==> src/rtl/multi_cycle_ctrl.sv <==
// Main control FSM for the multi-cycle MIPS datapath: per-state control decode,
// memory-ready handshake with a bounded wait, illegal-opcode trap and retire counter.
`timescale 1ns/1ps
module multi_cycle_ctrl #(
  parameter int MEM_TIMEOUT = 255
) (
  input  logic        clk_i,
  input  logic        rst_i,
  input  logic [5:0]  instr_op_i,
  input  logic        mem_ready_i,
  output logic        PCWrite_o,
  output logic        PCWriteCond_o,
  output logic        IorD_o,
  output logic        MemRead_o,
  output logic        MemWrite_o,
  output logic        IRWrite_o,
  output logic        MemtoReg_o,
  output logic [1:0]  PCSource_o,
  output logic [2:0]  ALU_op_o,
  output logic        ALUSrcA_o,
  output logic [1:0]  ALUSrcB_o,
  output logic        RegWrite_o,
  output logic        RegDst_o,
  output logic [3:0]  state_o,
  output logic        illegal_o,
  output logic        timeout_o,
  output logic [31:0] instr_cnt_o
);

  typedef enum logic [3:0] {
    FETCH  = 4'd0,  DECODE = 4'd1,  MEMADR = 4'd2,  MEMRD = 4'd3,
    MEMWB  = 4'd4,  MEMWR  = 4'd5,  EXEC   = 4'd6,  RWB   = 4'd7,
    BRANCH = 4'd8,  IEXEC  = 4'd9,  IWB    = 4'd10, TRAP  = 4'd11
  } state_t;

  typedef struct packed {
    logic       pcWrite;
    logic       pcWriteCond;
    logic       iorD;
    logic       memRead;
    logic       memWrite;
    logic       irWrite;
    logic       memtoReg;
    logic [1:0] pcSource;
    logic [2:0] aluOp;
    logic       aluSrcA;
    logic [1:0] aluSrcB;
    logic       regWrite;
    logic       regDst;
  } ctrl_t;

  localparam logic [5:0] OP_R    = 6'b000000;
  localparam logic [5:0] OP_LW   = 6'b100011;
  localparam logic [5:0] OP_SW   = 6'b101011;
  localparam logic [5:0] OP_BEQ  = 6'b000100;
  localparam logic [5:0] OP_ADDI = 6'b001000;
  localparam logic [5:0] OP_ANDI = 6'b001100;
  localparam logic [5:0] OP_SLTI = 6'b001010;

  // waitCnt holds completed wait cycles, so the cycle that would bring it to
  // MEM_TIMEOUT is the last one; ready on that cycle still wins.
  localparam logic [7:0] WAIT_LAST = 8'(MEM_TIMEOUT - 1);

  state_t      state, stateNext;
  ctrl_t       ctrl;
  logic [5:0]  opQ;
  logic [7:0]  waitCnt;
  logic [31:0] instrCnt;
  logic        illegalQ, timeoutQ;
  logic        memState, memWait, expired, retire;

  assign memState = (state == FETCH) || (state == MEMRD) || (state == MEMWR);
  assign memWait  = memState && !mem_ready_i;
  assign expired  = memWait && (waitCnt == WAIT_LAST);
  assign retire   = (stateNext == FETCH) &&
                    (state inside {MEMWB, MEMWR, RWB, BRANCH, IWB});

  always_ff @(posedge clk_i or posedge rst_i) begin
    if (rst_i) state <= FETCH;
    else       state <= stateNext;
  end

  always_comb begin
    stateNext = state;
    case (state)
      FETCH:  if (mem_ready_i) stateNext = DECODE;
              else if (expired) stateNext = TRAP;
      DECODE: case (instr_op_i)
                OP_R:                     stateNext = EXEC;
                OP_LW, OP_SW:             stateNext = MEMADR;
                OP_BEQ:                   stateNext = BRANCH;
                OP_ADDI, OP_ANDI, OP_SLTI: stateNext = IEXEC;
                default:                  stateNext = TRAP;
              endcase
      MEMADR: stateNext = (opQ == OP_LW) ? MEMRD : MEMWR;
      MEMRD:  if (mem_ready_i) stateNext = MEMWB;
              else if (expired) stateNext = TRAP;
      MEMWR:  if (mem_ready_i) stateNext = FETCH;
              else if (expired) stateNext = TRAP;
      EXEC:   stateNext = RWB;
      IEXEC:  stateNext = IWB;
      MEMWB, RWB, IWB, BRANCH: stateNext = FETCH;
      TRAP:   stateNext = TRAP;
      default: stateNext = FETCH;
    endcase
  end

  always_comb begin
    ctrl = '0;
    case (state)
      FETCH: begin
        ctrl.memRead = 1'b1;
        ctrl.aluSrcB = 2'b01;
        ctrl.irWrite = mem_ready_i;
        ctrl.pcWrite = mem_ready_i;
      end
      DECODE: ctrl.aluSrcB = 2'b11;
      MEMADR: begin
        ctrl.aluSrcA = 1'b1;
        ctrl.aluSrcB = 2'b10;
      end
      MEMRD: begin
        ctrl.memRead = 1'b1;
        ctrl.iorD    = 1'b1;
      end
      MEMWB: begin
        ctrl.regWrite = 1'b1;
        ctrl.memtoReg = 1'b1;
      end
      MEMWR: begin
        ctrl.memWrite = 1'b1;
        ctrl.iorD     = 1'b1;
      end
      EXEC: begin
        ctrl.aluSrcA = 1'b1;
        ctrl.aluOp   = 3'b010;
      end
      RWB: begin
        ctrl.regWrite = 1'b1;
        ctrl.regDst   = 1'b1;
      end
      BRANCH: begin
        ctrl.aluSrcA     = 1'b1;
        ctrl.aluOp       = 3'b001;
        ctrl.pcWriteCond = 1'b1;
        ctrl.pcSource    = 2'b01;
      end
      IEXEC: begin
        ctrl.aluSrcA = 1'b1;
        ctrl.aluSrcB = 2'b10;
        case (opQ)
          OP_ANDI: ctrl.aluOp = 3'b011;
          OP_SLTI: ctrl.aluOp = 3'b100;
          default: ctrl.aluOp = 3'b000;
        endcase
      end
      IWB: ctrl.regWrite = 1'b1;
      default: ctrl = '0;
    endcase
    // FETCH decodes to an active read, so reset must mask the outputs directly
    if (rst_i) ctrl = '0;
  end

  always_ff @(posedge clk_i or posedge rst_i) begin
    if (rst_i) begin
      opQ      <= '0;
      waitCnt  <= '0;
      instrCnt <= '0;
      illegalQ <= 1'b0;
      timeoutQ <= 1'b0;
    end else begin
      if (state == DECODE) opQ <= instr_op_i;
      if (stateNext != state) waitCnt <= '0;
      else if (memWait)       waitCnt <= waitCnt + 8'd1;
      if (retire) instrCnt <= instrCnt + 32'd1;
      if (state == DECODE && stateNext == TRAP) illegalQ <= 1'b1;
      if (expired) timeoutQ <= 1'b1;
    end
  end

  assign PCWrite_o     = ctrl.pcWrite;
  assign PCWriteCond_o = ctrl.pcWriteCond;
  assign IorD_o        = ctrl.iorD;
  assign MemRead_o     = ctrl.memRead;
  assign MemWrite_o    = ctrl.memWrite;
  assign IRWrite_o     = ctrl.irWrite;
  assign MemtoReg_o    = ctrl.memtoReg;
  assign PCSource_o    = ctrl.pcSource;
  assign ALU_op_o      = ctrl.aluOp;
  assign ALUSrcA_o     = ctrl.aluSrcA;
  assign ALUSrcB_o     = ctrl.aluSrcB;
  assign RegWrite_o    = ctrl.regWrite;
  assign RegDst_o      = ctrl.regDst;
  assign state_o       = state;
  assign illegal_o     = illegalQ;
  assign timeout_o     = timeoutQ;
  assign instr_cnt_o   = instrCnt;

endmodule

==> config.mk <==
export PLATFORM = sky130hd
export DESIGN_NAME = multi_cycle_ctrl
export DESIGN_NICKNAME = d
export VERILOG_FILES = /design/src/rtl/multi_cycle_ctrl.sv
export SDC_FILE = /design/constraint.sdc
export NUM_CORES = 1
export LEC_CHECK = 0
export ABC_AREA = 1
export CORE_UTILIZATION = 56
export CTS_BUF_LIST = sky130_fd_sc_hd__clkbuf_2
export DETAILED_ROUTE_END_ITERATION = 6
export HOLD_SLACK_MARGIN = 0.05
export PLACE_DENSITY = 0.87
export SYNTH_ARGS = -nofsm -noshare
export SYNTH_HDL_FRONTEND = slang
export SYNTH_SLANG_ARGS = --single-unit
==> constraint.sdc <==
create_clock -name clk_i -period 3.3 [get_ports clk_i]
set_clock_uncertainty 0.05 [all_clocks]
set_input_delay 0.33 -clock clk_i [delete_from_list [all_inputs] [get_ports clk_i]]
set_output_delay 0.33 -clock clk_i [all_outputs]
set_load 0.02 [all_outputs]
==> results.ini <==
[die]
die_w_um=80.1
dieArea_um2=6410
core_area_um2=5890
initial_utilization_pct=58.0
fp-row-count=28
die_h_um=80.1
num_io_pins=64

[yosys]
postSynthCellCount=504
netlist_area_um2=3410
yosys-mux-area-fraction_pct=0
synth_area_per_cell_um2=6.77
synthAdderAreaFrac_pct=1.10
synth_fp_nets=516
ys_seq_area_share_pct=38.1
synth-simple-area-share_pct=41.2
ys_ff_latch=52
synth_cell_types=29
synth-xor-area-share_pct=6.42
synth_compound_area_share_pct=4.33
synth_top_family_by_area=simple AND/OR/NAND/NOR gates
yosys_warnings=0

[outcome]
violations=DRC
status=finished, violations left

[sta]
grt_setup_unrepaired=no
worst_slew_pin_slew_ns=0.732
fmax_ghz=0.328
setup_violations=0
timing.final.crit_period_ns=3.05
setup_tns_ns=0
drv_slew=0
fin_crit_sh_pct=92.3
slew_headroom_pct=51.1
hold_violations=0

[power_and_ir_drop]
ir_drop_v=0.000363
powerDensity_nw_per_um2=595
p_leak_nw=1.94

[worst_setup_path]
r2r_cells=8
crit_arrival_ns=2.67
slowest_delay_ns=0.63
critPathMaxFanout=13
reg2reg_slack_ns=0.83
endpoint_kind=output port
crit_path_start_kind=flip-flop
r2r-start=state_o[1]
cpMaxStageDelayCell=clkdlybuf4s50_1
worst-setup-path-type=flip-flop to output port
reg2reg_to=instr_cnt_o[16]
critical_path.cell_chain=inv_2, nand2_1, nor2_2, inv_1, a31oi_1, clkdlybuf4s50_1
cp.required_ns=2.92

[placement]
dp_hpwl_um=6320
place_area_um2=4070
io_buffers=62
gp_congestion=0.924

[clock_network]
cts_setup_buffers=0
htreeDepth=2
clock_latency_ns=0.46
cts_tree=built
cts_sinks=52
cts_buffer_depth=2
cts_resized=0
path_clk_slew_ns=0.25
cts-root-buf=clkbuf_2
cts_inserted_buffers=5
cts_hold_buf=0

[detailed_routing]
drt_wl_total_um=8270
final_antenna_net_count=0
viasPerCell=5.43
vias=3477
first_pass_iters=7
drc_errors=1
wl_per_cell_um=12.9
drt-initial-drc-count=247

[global_routing]
grt_max_degree=41
grt_usage_pct=26.8
grt_pass1_vias=3089
grt-ovfl-total=0
grt_pass1_wl_um=13500
antenna_found_initial=0

[worst_hold_path]
holdCritStartpoint=instr_op_i[4]
worstHoldEndpoint=opQ[4]
min_path_cells=3
hold_class=input pin to flip-flop

[cells_and_area]
antenna_cells=0
area_growth_pct=21.3
fillers=490
nNetsFinal=576
drive_gt1_share_pct=4.42
finalInstanceArea_um2=4140

[job]
drv_cap=0

where the power goes:
group,switching [W],internal (W),total [W]
Clock,0.000217,0.000130,0.000347
Combinational,0.000811,0.000423,0.00123
Sequential,0.000134,0.000746,0.000880
area by class of cell:
| cell class | count | area, µm² | area share, % |
|---|---|---|---|
| timing repair buffer | 65 | 643 | 15.5 |
| clock inverter | 3 | 46.3 | 1.12 |
| clock buffer | 5 | 25.0 | 0.604 |
| tap | 75 | 93.8 | 2.27 |
| multi-input combinational | 382 | 1810 | 43.8 |
| inverter | 58 | 218 | 5.26 |
| sequential | 52 | 1300 | 31.4 |
cell families after synthesis:
family,count (synthesis)
compound gates,28
fa+ha+maj,3
flops,52
xor+xnor,25
other cells,1
buf+inv,70
simple gates,325
routing by layer:
layer | global-route usage [%] | share of wire [%] | vias up
met5 | 0 | 0 | -
met4 | 6.79 | 1.0 | 0
met3 | 4.20 | 6.6 | 16
met2 | 43.1 | 46 | 126
met1 | 37.6 | 46 | 1629
li1 | - | - | 1706
worst max path at each step:
stage | from | to | slack, ns | cells after the start
after floorplan | state_o[1] | PCSource_o[0] | 1.22 | 3
after global placement | instr_op_i[5] | instr_cnt_o[8] | 0.84 | 9
after detailed placement | instr_op_i[5] | instr_cnt_o[7] | 0.76 | 9
after CTS | state_o[1] | ALUSrcB_o[1] | 0.28 | 6
after global routing | state_o[1] | ALUSrcB_o[1] | 0.05 | 6
final | state_o[1] | ALUSrcB_o[1] | 0.25 | 6
state kept, by name, summed over array words and instances, names as in the netlist:
register and cells:
instr_cnt_o 32, waitCnt 8, opQ 6, state_o 4
illegal_o 1, timeout_o 1
layout by cell type, fill, tap and decap left out:
master	instances
o21ai_0	17
clkbuf_2	5
dfrtp_1	52
nand2_1	170
nor3b_1	1
ha_1	3
nand4_1	10
inv_1	55
nor4_1	2
a31oi_1	3
nor2_1	70
nor2_4	1
inv_2	3
o21ai_1	3
xor2_1	18
xnor2_1	7
nand3_1	30
nor3_1	20
clkdlybuf4s50_1	62
clkinvlp_4	1
bufinv_16	1
o22ai_1	1
inv_6	1
nand3b_1	11
conb_1	1
nand2_2	4
a21oi_1	3
nand3_2	4
nor2_2	2
o21bai_1	1
buf_4	3
synthesized netlist by cell type:
library cell / instances / area, µm²
nor3_1: 20 / 100
nand3_1: 30 / 150
clkbuf_1: 1 / 3.75
buf_6: 1 / 11.3
xnor2_1: 7 / 61.3
ha_1: 3 / 37.5
buf_4: 6 / 45.0
buf_2: 4 / 20.0
nand4_1: 10 / 62.6
o21bai_1: 1 / 7.51
nand3b_1: 11 / 82.6
a21oi_1: 3 / 15.0
nor2_4: 1 / 11.3
nor3b_1: 1 / 7.51
nor2_2: 2 / 12.5
nand2_1: 170 / 638
nor2_1: 70 / 263
conb_1: 1 / 3.75
o21ai_1: 3 / 15.0
o21ai_0: 17 / 85.1
nand3_2: 4 / 40.0
inv_1: 56 / 210
inv_2: 2 / 7.51
nand2_2: 4 / 25.0
a31oi_1: 3 / 18.8
o22ai_1: 1 / 6.26
dfrtp_1: 52 / 1300
nor4_1: 2 / 12.5
xor2_1: 18 / 158
through the flow:
step                      utilization, %  std cells  power (W)  hold WS [ns]  worst slack [ns]
after floorplan                        -        504    0.00173         0.390              1.22
after global placement              69.1        632    0.00208         0.415             0.842
after detailed placement            69.1        632    0.00210         0.412             0.755
after CTS                           70.3        640    0.00245         0.415             0.280
after global routing                70.3        640    0.00263         0.421            0.0542
final                               70.3        640    0.00246         0.430             0.253
worst max-delay path: cells and delay by family, from the launching register on:
kind | cells | cell delay (ns)
AND/OR/NAND/NOR | 2 | 0.53
flip-flops | 1 | 0.55
buffers and inverters | 3 | 0.94
AO/OA/AOI/OAI | 1 | 0.22
(Power assumes the default switching activity.)
